===== src/rtl/mod_stream_sched.sv =====
// rtl/mod_stream_sched.sv - round-robin shared serial mod-DIVISOR remainder engine for NUM_CH bit streams
//
// Ports:
//   clk, resetn      clock, synchronous active-low reset
//   req_valid/req_bit per-channel MSB-first bit stream (valid/ready handshake)
//   req_ready        one-hot combinational grant; a bit moves when valid & ready
//   ch_clear         per-channel context clear, masks that channel from arbitration
//   grant_valid      a transfer happens this cycle (combinational)
//   grant_id         granted channel index, 0 when grant_valid = 0
//   div_flag         registered, accumulated value of the channel is divisible by DIVISOR
//   bit_len          (MOD_STREAM_SCHED_LEN_CNT_EN only) per-channel 16-bit saturating accepted-bit count
//
// Optional build macro: MOD_STREAM_SCHED_LEN_CNT_EN

module mod_stream_sched #(
    parameter int NUM_CH  = 4,
    parameter int DIVISOR = 5
) (
    input  logic                   clk,
    input  logic                   resetn,
    input  logic [NUM_CH-1:0]      req_valid,
    input  logic [NUM_CH-1:0]      req_bit,
    output logic [NUM_CH-1:0]      req_ready,
    input  logic [NUM_CH-1:0]      ch_clear,
    output logic                   grant_valid,
    output logic [$clog2(NUM_CH)-1:0] grant_id,
    output logic [NUM_CH-1:0]      div_flag
`ifdef MOD_STREAM_SCHED_LEN_CNT_EN
    ,
    output logic [NUM_CH*16-1:0]   bit_len
`endif
);

    localparam int RW   = $clog2(DIVISOR);
    localparam int CH_W = $clog2(NUM_CH);
    localparam int TW   = RW + 1;
    localparam logic [TW-1:0]   DIV_T   = TW'(DIVISOR);
    localparam logic [CH_W-1:0] LAST_CH = CH_W'(NUM_CH - 1);

    logic [NUM_CH-1:0][RW-1:0] rem_q, rem_d;
    logic [NUM_CH-1:0]         started_q, started_d;
    logic [CH_W-1:0]           rr_ptr_q, rr_ptr_d;
    logic [NUM_CH-1:0]         div_flag_q, div_flag_d;

    logic [NUM_CH-1:0] eligible;
    logic              grant_found;
    logic [CH_W-1:0]   grant_idx;
    logic [TW-1:0]     t;
    logic [TW-1:0]     t_sub;

    // A channel being cleared is never eligible, so clear wins over a bit.
    assign eligible = req_valid & ~ch_clear;

    // Scan starting at rr_ptr, wrapping; first eligible channel wins.
    always_comb begin : arb_comb
        logic [CH_W-1:0] scan;
        scan        = '0;
        grant_found = 1'b0;
        grant_idx   = '0;
        for (int k = 0; k < NUM_CH; k++) begin
            scan = CH_W'((int'(rr_ptr_q) + k) % NUM_CH);
            if (!grant_found && eligible[scan]) begin
                grant_found = 1'b1;
                grant_idx   = scan;
            end
        end
    end

    // Handshake outputs are suppressed during reset so nothing is accepted.
    always_comb begin
        grant_valid = resetn & grant_found;
        req_ready   = '0;
        grant_id    = '0;
        if (grant_valid) begin
            req_ready[grant_idx] = 1'b1;
            grant_id             = grant_idx;
        end
    end

    // t < 2*DIVISOR, so one conditional subtract gives the remainder.
    always_comb begin
        t     = {rem_q[grant_idx], req_bit[grant_idx]};
        t_sub = t - DIV_T;
    end

    always_comb begin
        rem_d      = rem_q;
        started_d  = started_q;
        rr_ptr_d   = rr_ptr_q;
        div_flag_d = '0;
        if (grant_valid) begin
            rem_d[grant_idx]     = (t >= DIV_T) ? t_sub[RW-1:0] : t[RW-1:0];
            started_d[grant_idx] = 1'b1;
            rr_ptr_d             = (grant_idx == LAST_CH) ? '0 : grant_idx + CH_W'(1);
        end
        for (int i = 0; i < NUM_CH; i++) begin
            if (ch_clear[i]) begin
                rem_d[i]     = '0;
                started_d[i] = 1'b0;
            end
            // An empty stream is not reported as divisible.
            div_flag_d[i] = started_d[i] & (rem_d[i] == '0);
        end
    end

    always_ff @(posedge clk) begin
        if (!resetn) begin
            rem_q      <= '0;
            started_q  <= '0;
            rr_ptr_q   <= '0;
            div_flag_q <= '0;
        end else begin
            rem_q      <= rem_d;
            started_q  <= started_d;
            rr_ptr_q   <= rr_ptr_d;
            div_flag_q <= div_flag_d;
        end
    end

    assign div_flag = div_flag_q;

`ifdef MOD_STREAM_SCHED_LEN_CNT_EN
    logic [NUM_CH-1:0][15:0] len_q, len_d;

    always_comb begin
        len_d = len_q;
        for (int i = 0; i < NUM_CH; i++) begin
            if (ch_clear[i]) begin
                len_d[i] = '0;
            end else if (req_ready[i] && len_q[i] != 16'hFFFF) begin
                len_d[i] = len_q[i] + 16'd1;
            end
        end
    end

    always_ff @(posedge clk) begin
        if (!resetn) begin
            len_q <= '0;
        end else begin
            len_q <= len_d;
        end
    end

    assign bit_len = len_q;
`endif

endmodule


===== config.mk =====
export PLATFORM = sky130hd
export DESIGN_NAME = mod_stream_sched
export DESIGN_NICKNAME = d
export VERILOG_FILES = /design/src/rtl/mod_stream_sched.sv
export SDC_FILE = /design/constraint.sdc
export NUM_CORES = 1
export LEC_CHECK = 0
export BUFFER_PORTS_ARGS = -buffer_cell sky130_fd_sc_hd__buf_2
export CAP_MARGIN = 20
export CORE_MARGIN = 8
export CORE_UTILIZATION = 37
export DETAILED_ROUTE_END_ITERATION = 8
export PLACE_DENSITY_LB_ADDON = 0.3
export SLEW_MARGIN = 10
export SYNTH_ARGS = -nofsm -noshare
export SYNTH_HDL_FRONTEND = slang
export SYNTH_SLANG_ARGS = --single-unit
export TNS_END_PERCENT = 1

===== constraint.sdc =====
create_clock -name clk -period 3.03 [get_ports clk]
set_clock_uncertainty 0.1 [all_clocks]
set_input_delay 0.1515 -clock clk [delete_from_list [all_inputs] [get_ports clk]]
set_output_delay 0.1515 -clock clk [all_outputs]
set_load 0.05 [all_outputs]

Word level (Yosys, flattened, before mapping)
Cells that the tools add are included.

Add/sub/neg operators: 5. $lt $le $gt $ge: 7. Equality and inequality tests: 1. Mux-type cells: 39. Bitwise operators: 8. Reductions and logical operators: 11.

Operators by type and width (count): $mux W3 (7); $lt A2 B3 Y1 const B (5); $mux W1 (14); $bwmux W12 (1); $logic_not A3 Y1 (4); $mux W12 (1); $mux W2 (6); $bmux W1 S2 (5); $mux W4 (2); $bmux W3 S2 (1); $demux W3 S2 (1); $and A1 B1 Y1 (5); $add A2 B1 Y2 const B (2); $add A2 B2 Y2 const B (2); $and A4 B4 Y4 (1); $ge A4 B3 Y1 const B (1); $logic_and A1 B1 Y1 (4); $not A4 Y4 (1); $or A4 B4 Y4 (1); $logic_not A1 Y1 (3); $sub A3 B3 Y3 const B (1); $demux W1 S2 (1); $eq A2 B2 Y1 const B (1); $ge A2 B1 Y1 const B (1).

Register bits after elaboration: 22. Bits of input ports: 14. Output and inout port bits: 11. Word-level logic and storage cells: 78.

Depth between registers and ports, before layout
Depth after elaboration: 23. Depth in mapped cells: 12. Gate-level depth less buffers: 12.

Worst setup path after synthesis
No wires, ideal clock.

Path type: reg-to-reg. Start: register rr_ptr_q[0]. End: register div_flag_q[0], in the netlist div_flag[0]. Library setup time: 0.117 ns. Arrival: 2.688 ns. Data required time: 2.813 ns. Setup slack: 0.125 ns. Stages on the path, launching flop included: 13. Buffers on the path: 0. Clock period less this slack: 2.905 ns. Path through: dfxtp_1 -> or3b_1 -> o311a_4 -> nor2_8 -> mux2i_1 -> mux2i_2 -> inv_1 -> ha_1 -> nand2b_1 -> nand3_4 -> a2111o_1 -> nand3_1 -> and4bb_1.

Word-level cells in the longest chain between the ends: 21. Elaborated cells between the ends (all ways): 48. Those cells by class: add/sub: 4; order compare: 3; mux: 30; bitwise: 3; reduce/logical: 8.

RTL lines: start: declaration (line 42) `logic [CH_W-1:0] rr_ptr_q, rr_ptr_d;`; start signal: assignment (line 115) `rr_ptr_q <= rr_ptr_d;`; parallel branches: the longest is 20 deep, another holds $add A2 B1 Y2; $and A1 B1 Y1 (*) (line 102) `div_flag_d[i] = started_d[i] & (rem_d[i] == '0);`; end signal: assignment (line 116) `div_flag_q <= div_flag_d;`; end: declaration (line 43) `logic [NUM_CH-1:0] div_flag_q, div_flag_d;`.

Mark *: on every way between the ends. The select of a mux whose other input is x is not followed. A chain may end at the register's enable or synchronous reset.

Worst setup path after layout
Ends and elaborated chain as after synthesis.

==> run summary <==
The run finished with clean final reports. On the critical path, the stage with the largest delay is an instance of or3b_4. Counting flops and latches in the post-synthesis netlist gives 22.

After detailed routing, the number of vias per cell comes to 5.19. The region available for standard cell placement spans 3630 um2. Of all cell types, the one taking the most synthesized area is dfxtp_1. The worst register-to-register path has a setup slack of 0.11 ns. The leakage power is 0.763 nW.

The worst setup path is launched from a register. Dividing the detail-routed wire length by the instance count gives 15.0 um. The net count of the finished layout is 218. The required time at the endpoint of the critical path is 3.10 ns, and the final setup slack of the worst path is 0.110 ns. For the post-synthesis net count, the log shows 181.

By count the netlist is led by nor2_1, dfxtp_1, inv_1. Counting every sink on the clock net gives 22. Walking the worst path, the cells encountered are or3b_4 > o311a_4 > nor2_8 > mux2i_1 > mux2i_2 > inv_1 > ha_2 > a2111oi_1 > a31oi_2 > a21oi_1 > and4bb_1.

The count of cell instances traversed by the critical path works out to 11. Most common cell in the netlist: nor2_1. After detailed routing, the number of remaining DRC violations is 0. Counting flops with a built-in enable in the synthesized netlist gives 0.

The deepest level of the CTS H-tree was 1; the total of warnings raised by yosys was 0. Clock-pin slew was measured on the worst setup and hold paths at 0.08 ns. The tools report the number of routed nets with antenna violations as 0. The total buffers and inverters traversed by the critical path was 1. The instance count of the mapped netlist is 161. The startpoint identified for the worst register-to-register timing path is rr_ptr_q[0]. The floorplan step set the die width to 77.2 um.

The maximum single-stage delay on the critical path was 0.41 ns. The count of buffers from port buffering was 24; the share of Yosys cell area claimed by the top area cell type was 31.8%. The logs give 1277 for the via count of the first global-routing pass and 47.9% for the post-route core utilization.

The worst setup path is captured at a register. The run gives 4 as the detailed-routing iteration count for the pre-antenna-repair pass. After detailed placement, the total cell area comes to 1580 um2. The tools report the total standard cell area after synthesis as 1390 um2.

Cells with a size suffix above 1 make up 32.5% of the layout. The wire length of the first global-routing pass was 6.08 mm. In the final timing run, aggregate negative setup slack is 0 ns. With fillers left out, the area of the finished cells amounts to 1740 um2. For the number of failing setup endpoints in the final timing report, the log shows 0. Tracing the worst setup path back leads to its startpoint at rr_ptr_q[0]. Summing over every cut layer, the via total after detailed routing is 1271. The critical path ends at div_flag[0].

Buffers inserted during clock tree synthesis total 3. The data arrival time of the critical path is 2.99 ns, and the mean instance size in the synthesized netlist is 8.60 um2. For this run, the total global-route usage over all layers was measured as 12.2%. In this run the vertical extent of the chip is 77.2 um.

The count of final max-slew check failures was 0. For the highest attainable clock frequency, the log shows 342 MHz. Before CTS, the worst setup slack after placement is 0.0989 ns. The run gives 0 as the global-route congestion overflow total. The logs give 0 for the number of antenna violations at the first check in global routing and 5960 um2 for the floorplan die area. The final hold violation count was 0; the synthesis-to-finish area growth was 25.6%.

By area the synthesized netlist is led by dfxtp_1, nor2_1, ha_1, a31oi_1, nand2b_1. The repair_antennas step left the layout with diodes totalling 0. For the pin with the worst max-slew slack, the measured transition is 0.617 ns. For this block, the routed nets add up to 3.67 mm of wire.

The most instantiated flip-flop cell in the synthesis netlist was dfxtp_1. The wire-length estimate of the detail-placed layout is 2.76 mm. The clock passes through at most 2 buffers. In this run the tightest slew margin relative to its limit is 58.3%. The sequential element share of the synthesized area came out at 31.8%. In the finished design, the share of the clock period the worst path needs comes to 96.4%. The worst hold path belongs to the class in2reg. Entering global routing, the biggest net connects 13 pins. The logic depth of the worst register-to-register path works out to 11. The critical register-to-register path endpoint was div_flag[0]. The count of max-cap constraint violations is 0, and the later-pin clock latency in the skew report is 0.26 ns. VDD sags by at most 0.355 mV. For the number of distinct library cells after synthesis, the log shows 44. The kind of cell with the highest combined delay along the critical path is compound AO/OA/AOI/OAI gates. TritonCTS built the clock tree. For this design the ratio of total power to cell area is 479 nW/um2. After synthesis, the share of flip-flops with an asynchronous set or reset is 0%.

The floorplan has 22 rows. In this run the clock root is driven by a clkbuf_8. Along the worst path, the maximum fanout reaches 8.

During I/O placement, the number of pins put on the boundary was 25. The worst setup path is of the reg2reg kind. The post-route minimum period works out to 2.92 ns. The routability congestion estimate came out at 0.900.

For this configuration, the core starts out at a cell density of 38.1%. The detailed router finished its first iteration with 97 violations.
sequential cells by signal, indices dropped and copies added (netlist names):
signal	cells
div_flag	4
rem_q	12
rr_ptr_q	2
started_q	4
area by class of cell:
cell class                      instances  area (um2)
Clock buffer                            4        55.1
Fill cell                             373        1890
Inverter                               13        51.3
Multi-Input combinational cell        125         943
Sequential cell                        22         442
Tap cell                               48        60.1
Timing Repair Buffer                   33         188
stage by stage:
stage                     total power (W)  hold slack (ns)  std cells
after floorplan                  0.000503            0.187        161
after global placement           0.000572            0.372        235
after detailed placement         0.000572            0.383        235
after CTS                        0.000786            0.114        239
after global routing             0.000876            0.125        245
final                            0.000833            0.107        245
per-layer routing:
layer	track usage (%)	vias to the layer above	routed length, um
met4	2.45	0	33
met2	19.7	24	1740
met3	3.61	4	172
li1	-	656	-
met5	0	-	0
met1	15.6	587	1730
tightest hold or removal path, stage by stage:
cell and delay (ns):
buf_2 0.16, o21ai_0 0.09, nor2_1 0.04
how the worst min path moves through the flow:
stage	from	slack, ns	depth (start not counted)	end
4_1_cts	resetn	0.11	3	rr_ptr_q[0]
5_1_grt	resetn	0.13	3	rr_ptr_q[0]
3_5_place_dp	started_q[0]	0.38	2	started_q[0]
3_3_place_gp	started_q[1]	0.37	2	started_q[1]
6_report	resetn	0.11	3	rr_ptr_q[0]
2_1_floorplan	resetn	0.19	2	rr_ptr_q[0]
report_power, final:
part	switching [W]	total (W)	leakage (nW)	internal, W
clock	0.0000979	0.000214	0.0288	0.000116
combinational	0.000193	0.000312	0.556	0.000119
sequential	0.00000749	0.000308	0.178	0.000300
timing repair:
| action | in CTS | in global routing |
|---|---|---|
| resized for setup | 0 | 13 |
| hold buffers | 0 | 0 |
| endpoints found under the setup margin | 0 | 6 |
| buffers inserted | 0 | 5 |
cell usage in the layout (no fill, tap or decap), drive strengths merged, types with 7 or more instances in the layout:
master / instances
a21oi: 8
nand3: 7
inv: 13
nor2: 27
nand2b: 8
dfxtp: 22
buf: 33
nor2b: 8
a31oi: 9
cell families after synthesis:
logic type | after synthesis | share of synthesized area [%]
compound gates | 35 | 20.0
simple gates | 80 | 35.6
buf+inv | 15 | 4.79
fa+ha+maj | 6 | 5.42
flops | 22 | 31.8
mux | 3 | 2.44
Note: power is estimated with default switching activity, not from simulation.
